### config.mk
export PLATFORM = sky130hd
export DESIGN_NAME = dram_cmd_scheduler_flat
export DESIGN_NICKNAME = d
export VERILOG_FILES = /design/src/rtl/dram_cmd_scheduler_if.sv /design/src/rtl/dram_cmd_scheduler.sv /design/src/flat_wrapper.sv
export SDC_FILE = /design/constraint.sdc
export NUM_CORES = 1
export LEC_CHECK = 0
export ABC_AREA = 1
export BUFFER_PORTS_ARGS = -buffer_cell sky130_fd_sc_hd__buf_4
export CAP_MARGIN = 10
export CORE_MARGIN = 2
export CORE_UTILIZATION = 39
export CTS_CLUSTER_DIAMETER = 80
export DETAILED_ROUTE_END_ITERATION = 6
export PLACE_DENSITY = 0.61
export SYNTH_ARGS = -nofsm -noshare
export SYNTH_HDL_FRONTEND = slang
export SYNTH_SLANG_ARGS = --single-unit
### constraint.sdc
create_clock -name clk -period 2.58 [get_ports clk]
set_input_delay 0.129 -clock clk [delete_from_list [all_inputs] [get_ports clk]]
set_output_delay 0.129 -clock clk [all_outputs]
set_load 0.05 [all_outputs]
### src/rtl/dram_cmd_scheduler_if.sv
// Request handshake and DRAM command-trace signals of dram_cmd_scheduler.
// The master modport is the requester/trace side; the slave modport is the scheduler.
interface dram_cmd_scheduler_if;
    logic        req_valid;
    logic        req_ready;
    logic [1:0]  req_opcode;
    logic [32:0] req_address;
    logic        cmd_valid;
    logic [1:0]  cmd_type;
    logic [1:0]  cmd_bg;
    logic [1:0]  cmd_bank;
    logic [14:0] cmd_row;
    logic [7:0]  cmd_col;
    logic        done;
    logic        busy;

    modport master (
        output req_valid, req_opcode, req_address,
        input  req_ready, cmd_valid, cmd_type, cmd_bg, cmd_bank, cmd_row, cmd_col, done, busy
    );

    modport slave (
        input  req_valid, req_opcode, req_address,
        output req_ready, cmd_valid, cmd_type, cmd_bg, cmd_bank, cmd_row, cmd_col, done, busy
    );
endinterface

### src/rtl/dram_cmd_scheduler.sv
// Single-request in-order DRAM command scheduler: open-row tracking per bank, ACT/PRE/RD/WR
// sequencing under tRCD/tRP/tRAS/CL/CWL/burst timing. Define CLOSED_PAGE_EN for auto-precharge.
module dram_cmd_scheduler #(
    parameter int T_RCD   = 24,
    parameter int T_RP    = 24,
    parameter int T_RAS   = 52,
    parameter int T_CL    = 24,
    parameter int T_CWL   = 20,
    parameter int T_BURST = 4
) (
    input logic                 clk,
    input logic                 rst_n,
    dram_cmd_scheduler_if.slave bus
);
    localparam logic [2:0] S_IDLE  = 3'd0;
    localparam logic [2:0] S_CHECK = 3'd1;
    localparam logic [2:0] S_PRE   = 3'd2;
    localparam logic [2:0] S_ACT   = 3'd3;
    localparam logic [2:0] S_COL   = 3'd4;
    localparam logic [2:0] S_DATA  = 3'd5;
`ifdef CLOSED_PAGE_EN
    localparam logic [2:0] S_AUTOPRE = 3'd6;
`endif

    localparam logic [1:0] CMD_ACT = 2'd0;
    localparam logic [1:0] CMD_PRE = 2'd1;
    localparam logic [1:0] CMD_RD  = 2'd2;
    localparam logic [1:0] CMD_WR  = 2'd3;

    // Bank counters only need to reach the largest constraint; all-ones means "long ago".
    localparam int MAX_T  = (T_RAS > T_RP) ? ((T_RAS > T_RCD) ? T_RAS : T_RCD)
                                           : ((T_RP > T_RCD) ? T_RP : T_RCD);
    localparam int CNT_W  = $clog2(MAX_T + 1);
    localparam logic [CNT_W-1:0] RCD_C = CNT_W'(T_RCD);
    localparam logic [CNT_W-1:0] RP_C  = CNT_W'(T_RP);
    localparam logic [CNT_W-1:0] RAS_C = CNT_W'(T_RAS);

    localparam int RD_LEN   = T_CL + T_BURST;
    localparam int WR_LEN   = T_CWL + T_BURST;
    localparam int DLEN_MAX = (RD_LEN > WR_LEN) ? RD_LEN : WR_LEN;
    localparam int DCNT_W   = $clog2(DLEN_MAX + 1);
    localparam logic [DCNT_W-1:0] RD_LEN_C = DCNT_W'(RD_LEN);
    localparam logic [DCNT_W-1:0] WR_LEN_C = DCNT_W'(WR_LEN);

    logic [2:0]        state;
    logic [DCNT_W-1:0] data_cnt;

    logic [1:0]  bg_q;
    logic [1:0]  bank_q;
    logic [14:0] row_q;
    logic [7:0]  col_q;
    logic        is_wr_q;
    logic [3:0]  bidx;

    logic [15:0]      open_q;
    logic [14:0]      open_row [16];
    logic [CNT_W-1:0] act_cnt [16];
    logic [CNT_W-1:0] pre_cnt [16];

    logic       accept;
    logic       in_pre;
    logic       issue_pre;
    logic       issue_act;
    logic       issue_col;
    logic       cmd_valid;
    logic       done;
    logic [1:0] type_now;

    logic [1:0]  hold_type;
    logic [1:0]  hold_bg;
    logic [1:0]  hold_bank;
    logic [14:0] hold_row;
    logic [7:0]  hold_col;

    logic unused_addr_bits;

    assign unused_addr_bits = ^bus.req_address[5:0];
    assign bidx   = {bg_q, bank_q};
    assign accept = (state == S_IDLE) && bus.req_valid;

`ifdef CLOSED_PAGE_EN
    assign in_pre = (state == S_PRE) || (state == S_AUTOPRE);
`else
    assign in_pre = (state == S_PRE);
`endif

    assign issue_pre = in_pre && (act_cnt[bidx] >= RAS_C);
    assign issue_act = (state == S_ACT) && (pre_cnt[bidx] >= RP_C);
    assign issue_col = (state == S_COL) && (act_cnt[bidx] >= RCD_C);
    assign cmd_valid = issue_pre || issue_act || issue_col;
    assign done      = (state == S_DATA) && (data_cnt == (is_wr_q ? WR_LEN_C : RD_LEN_C));

    always_comb begin
        type_now = is_wr_q ? CMD_WR : CMD_RD;
        if (issue_act) begin
            type_now = CMD_ACT;
        end else if (issue_pre) begin
            type_now = CMD_PRE;
        end
    end

    // Command fields show the issuing request this cycle, otherwise the last issued command.
    assign bus.cmd_valid = cmd_valid;
    assign bus.cmd_type  = cmd_valid ? type_now : hold_type;
    assign bus.cmd_bg    = cmd_valid ? bg_q     : hold_bg;
    assign bus.cmd_bank  = cmd_valid ? bank_q   : hold_bank;
    assign bus.cmd_row   = cmd_valid ? row_q    : hold_row;
    assign bus.cmd_col   = cmd_valid ? col_q    : hold_col;
    assign bus.done      = done;
    assign bus.req_ready = (state == S_IDLE);
    assign bus.busy      = (state != S_IDLE);

    always_ff @(posedge clk or negedge rst_n) begin
        if (!rst_n) begin
            hold_type <= '0;
            hold_bg   <= '0;
            hold_bank <= '0;
            hold_row  <= '0;
            hold_col  <= '0;
        end else if (cmd_valid) begin
            hold_type <= type_now;
            hold_bg   <= bg_q;
            hold_bank <= bank_q;
            hold_row  <= row_q;
            hold_col  <= col_q;
        end
    end

    // Request fields and open-row values are only read when qualified by state/open bits.
    always_ff @(posedge clk) begin
        if (accept) begin
            bg_q    <= bus.req_address[7:6];
            bank_q  <= bus.req_address[9:8];
            col_q   <= bus.req_address[17:10];
            row_q   <= bus.req_address[32:18];
            is_wr_q <= (bus.req_opcode == 2'd1);
        end
        if (issue_act) begin
            open_row[bidx] <= row_q;
        end
    end

    // Per-bank timing counters run in every state and saturate at all-ones.
    always_ff @(posedge clk or negedge rst_n) begin
        if (!rst_n) begin
            for (int i = 0; i < 16; i++) begin
                act_cnt[i] <= '1;
                pre_cnt[i] <= '1;
            end
            open_q <= '0;
        end else begin
            for (int i = 0; i < 16; i++) begin
                if (act_cnt[i] != '1) act_cnt[i] <= act_cnt[i] + CNT_W'(1);
                if (pre_cnt[i] != '1) pre_cnt[i] <= pre_cnt[i] + CNT_W'(1);
            end
            if (issue_act) begin
                act_cnt[bidx] <= CNT_W'(1);
                open_q[bidx]  <= 1'b1;
            end
            if (issue_pre) begin
                pre_cnt[bidx] <= CNT_W'(1);
                open_q[bidx]  <= 1'b0;
            end
        end
    end

    always_ff @(posedge clk or negedge rst_n) begin
        if (!rst_n) begin
            state    <= S_IDLE;
            data_cnt <= '0;
        end else begin
            case (state)
                S_IDLE: begin
                    if (bus.req_valid) state <= S_CHECK;
                end
                S_CHECK: begin
                    if (!open_q[bidx]) begin
                        state <= S_ACT;
                    end else if (open_row[bidx] == row_q) begin
                        state <= S_COL;
                    end else begin
                        state <= S_PRE;
                    end
                end
                S_PRE: begin
                    if (issue_pre) state <= S_ACT;
                end
                S_ACT: begin
                    if (issue_act) state <= S_COL;
                end
                S_COL: begin
                    if (issue_col) begin
                        state    <= S_DATA;
                        data_cnt <= DCNT_W'(1);
                    end
                end
                S_DATA: begin
                    if (done) begin
`ifdef CLOSED_PAGE_EN
                        state <= S_AUTOPRE;
`else
                        state <= S_IDLE;
`endif
                    end else begin
                        data_cnt <= data_cnt + DCNT_W'(1);
                    end
                end
`ifdef CLOSED_PAGE_EN
                S_AUTOPRE: begin
                    if (issue_pre) state <= S_IDLE;
                end
`endif
                default: state <= S_IDLE;
            endcase
        end
    end
endmodule

### src/flat_wrapper.sv
// flat-port wrapper written by rule: the top's interface ports become plain ports
module dram_cmd_scheduler_flat 
#(
    parameter int T_RCD   = 24,
    parameter int T_RP    = 24,
    parameter int T_RAS   = 52,
    parameter int T_CL    = 24,
    parameter int T_CWL   = 20,
    parameter int T_BURST = 4
)
  (clk, rst_n, bus_req_valid, bus_req_opcode, bus_req_address, bus_req_ready, bus_cmd_valid, bus_cmd_type, bus_cmd_bg, bus_cmd_bank, bus_cmd_row, bus_cmd_col, bus_done, bus_busy);
  dram_cmd_scheduler_if bus_i ();
  input logic clk;
  input logic rst_n;
  input wire logic [$bits(bus_i.req_valid)-1:0] bus_req_valid;
  input wire logic [$bits(bus_i.req_opcode)-1:0] bus_req_opcode;
  input wire logic [$bits(bus_i.req_address)-1:0] bus_req_address;
  output wire logic [$bits(bus_i.req_ready)-1:0] bus_req_ready;
  output wire logic [$bits(bus_i.cmd_valid)-1:0] bus_cmd_valid;
  output wire logic [$bits(bus_i.cmd_type)-1:0] bus_cmd_type;
  output wire logic [$bits(bus_i.cmd_bg)-1:0] bus_cmd_bg;
  output wire logic [$bits(bus_i.cmd_bank)-1:0] bus_cmd_bank;
  output wire logic [$bits(bus_i.cmd_row)-1:0] bus_cmd_row;
  output wire logic [$bits(bus_i.cmd_col)-1:0] bus_cmd_col;
  output wire logic [$bits(bus_i.done)-1:0] bus_done;
  output wire logic [$bits(bus_i.busy)-1:0] bus_busy;
  assign bus_i.req_valid = bus_req_valid;
  assign bus_i.req_opcode = bus_req_opcode;
  assign bus_i.req_address = bus_req_address;
  assign bus_req_ready = bus_i.req_ready;
  assign bus_cmd_valid = bus_i.cmd_valid;
  assign bus_cmd_type = bus_i.cmd_type;
  assign bus_cmd_bg = bus_i.cmd_bg;
  assign bus_cmd_bank = bus_i.cmd_bank;
  assign bus_cmd_row = bus_i.cmd_row;
  assign bus_cmd_col = bus_i.cmd_col;
  assign bus_done = bus_i.done;
  assign bus_busy = bus_i.busy;
  dram_cmd_scheduler #(.T_RCD(T_RCD), .T_RP(T_RP), .T_RAS(T_RAS), .T_CL(T_CL), .T_CWL(T_CWL), .T_BURST(T_BURST)) u_core (.clk(clk), .rst_n(rst_n), .bus(bus_i));
endmodule
==> results.yml <==
power_and_ir_drop:
  powerDensity_nw_per_um2: 548
  power.internal_mw: 13.2
  p_sw_share_pct: 20.6
  seq_power_share_pct: 52.1
  vdd_ir_drop_max_uv: 455
  pwr-share-comb_pct: 1.0
  power.switching_mw: 3.42
  p_clk_share_pct: 46.9
  leakagePower_nw: 13.0
  fin_total_pwr_mw: 16.6
placed_design:
  dp_hpwl_um: 42200
  portBuffers: 64
  place.gp.congestion: 0.887
global_routing:
  grt_pass1_vias: 18300
  grt_overflow_total: 0
  antenna_found_initial: 0
  gr-usage-all-layers_pct: 19.4
  grt_pass1_wl_um: 98700
  grt_max_degree: 102
clocking:
  clock-root-buffer: "clkbuf_16"
  cts.sinks: 517
  cts-buffers-inserted: 54
  cts_buffer_depth: 3
  clock_latency_ns: 0.62
  path_clk_slew_ns: 0.06
  htreeDepth: 2
  cts_tree: "built"
timing:
  setup_ws_ns: -0.647
  final-hold-violation-count: 0
  fin_skew_ns: 0.0163
  period_share_pct: 125
  fmax_mhz: 310
  fin_tns_setup_ns: -21.87
  worst_slew_pin_slew_ns: 0.795
  rsz0062_at_grt: "yes"
  finalCriticalPeriod_ns: 3.23
  slew_violations: 0
  setup_viol: 185
  maxSlewHeadroom_pct: 47.0
cells_and_area:
  drive_above_1_share_pct: 21.8
  num_antenna_cells: 0
  syn_to_final_growth_pct: 23.6
  fin_nets: 2942
floorplan:
  die_w_um: 255
  dieArea_um2: 64800
  die_h_um: 255
  io-pin-count: 71
  core_area_um2: 61900
  num_rows: 91
  initial_core_util_pct: 39.5
drt:
  first_pass_iters: 7
  avgRoutedWirePerCell_um: 16.9
  antenna_left: 0
  drtIter0Drc: 1265
  viasPerCell: 4.99
  drc: 0
  vias: 18700
  wirelength_um: 63400
synth:
  synth_nets: 2723
  synth_edf_count: 268
  syn_area_um2: 24500
  yosys.cell_count.top_type: "nand2_1"
  synth_top_area_share_pct: 32.9
  synth-seq-cells: 517
  yosys_most_used_dff: "edfxtp_1"
  synth.area.top_cells: "edfxtp_1 33%, dfstp_2 21%, nand2_1 9.0%"
  post-synth-top-area-cell: "edfxtp_1"
  async_flop_share_pct: 47.4
  yosysSeqAreaShare_pct: 59.2
  syn_inst: 2651
  yosysUniqueCellTypes: 39
  yosys_warnings: 0
  syn_area_per_cell_um2: 9.23
  ys_top_cells_by_count: "590 x nand2_1, 386 x inv_1, 313 x nor2_1"
worst_setup_path:
  startpoint_type: "register"
  critPathMaxStageDelay_ns: 0.39
  crit_chain: "buf_6, inv_4, nor2_4, buf_6, a22oi_1, nand2_1, nand2_1, nand2_1, inv_1, nand2_1, nand2_1, nand2_2, nand2_2, nand3_4, buf_12, buf_12, o21ai_4, buf_6"
  slowest_stage: "edfxtp_1"
  reg2reg_slack_ns: -0.10
  critPathTopFamily: "buffers and inverters"
  worstPathBufferInverterCount: 7
  crit_type: "reg -> out"
  arrival_ns: 3.10
  cpMostUsedCell: "nand2_1"
  cp_max_fo: 7
  crit_path_end_kind: "output port"
  critical_path_required_ns: 2.45
hold_path:
  hp-class: "in -> reg"
run_status:
  violations: "setup timing"
  outcome: "finished with violations"
flow_run:
  maxCapViolations: 0
## worst paths after layout
kind / from / to / cells after the start
worst max-delay path: u_core.bank_q[1] / bus_cmd_row[13] / 18
worst min-delay path: bus_req_address[21] / u_core.row_q[3] / 2
worst max register to register: u_core.bank_q[0] / u_core.open_q[3] / 16
worst min register to register: u_core.col_q[7] / u_core.hold_col[7] / 2
max in group asynchronous: rst_n / u_core.open_q[2] / 3
min in group asynchronous: rst_n / u_core.pre_cnt[85] / 2
## area by class of cell
class                           instances  area (µm²)
Clock buffer                           85        1620
Sequential cell                       517       14500
Clock inverter                         17         165
Timing Repair Buffer                  231        2630
Fill cell                            5648       31700
Tap cell                              837        1050
Inverter                              402        1520
Multi-Input combinational cell       1664        8780
## sequential cells by signal (all words and copies together) (netlist names), 3 cells and up, named ones only
name / count
u_core.act_cnt: 96
u_core.col_q: 8
u_core.data_cnt: 5
u_core.hold_col: 8
u_core.hold_row: 15
u_core.open_q: 16
u_core.open_row: 240
u_core.pre_cnt: 96
u_core.row_q: 15
u_core.state: 3
## power by group through the flow
stage / Sequential (mW) / Clock, mW / Combinational (mW)
floorplan: 8.80 / 0 / 0.000599
global placement: 8.79 / 0 / 0.127
detailed placement: 8.79 / 0 / 0.130
CTS: 8.64 / 7.94 / 0.171
global route: 8.64 / 8.29 / 0.185
finish: 8.64 / 7.77 / 0.165
## kinds of logic after synthesis
kind of cell / count (synthesis) / share of synthesized area (%)
AND/OR/NAND/NOR: 1288 / 22.6
flip-flops: 517 / 59.2
buffers and inverters: 471 / 7.52
AO/OA/AOI/OAI: 285 / 6.92
XOR/XNOR: 56 / 2.00
adder cells (fa/ha/maj): 34 / 1.74
## cells in the final DEF, fill, tap and decap left out, types with 20 or more instances in the layout
master           n
a21oi_1         67
edfxtp_1       268
xor2_1          53
nor2_4          27
buf_4          103
nor3_1          66
inv_1          385
nand3_1        251
nand4_1         21
o21ai_0         79
o22ai_1         21
buf_6           40
buf_12          42
ha_1            34
nor2_1         304
clkbuf_16       58
o21ai_4         20
dfrtp_1         53
dlygate4sd3_1   32
dfstp_2        192
nand2_1        568
## repair_timing
action / 4_1_cts / 5_1_grt
gates cloned: 4 / 4
setup endpoints to repair: 120 / 336
hold buffers: 32 / 0
hold endpoints to repair: 124 / 0
gates resized for setup: 123 / 54
pin swaps: 23 / 27
setup buffers: 26 / 13
## per-layer routing
metal / vias to the layer above / part of all wire (%) / track usage (%)
met5: - / 0 / 0
met4: 0 / 2.8 / 6.17
met3: 93 / 4.9 / 2.57
met2: 476 / 50 / 33.4
met1: 9049 / 43 / 25.5
li1: 9103 / - / -
## per-stage QoR
stage               util [%]  setup slack [ns]  instances  hold slack [ns]  instance area, µm²
floorplan                  -            -0.138       2651           -0.167               24700
global placement        43.8           -0.0481       3585           0.0500               27100
detailed placement      43.8            -0.123       3585           0.0478               27100
CTS                     48.4            -0.600       3747            0.192               30000
global route            48.9            -0.821       3753            0.223               30300
finish                  48.9            -0.647       3753            0.226               30300
Power figures use the tool's default switching activity.
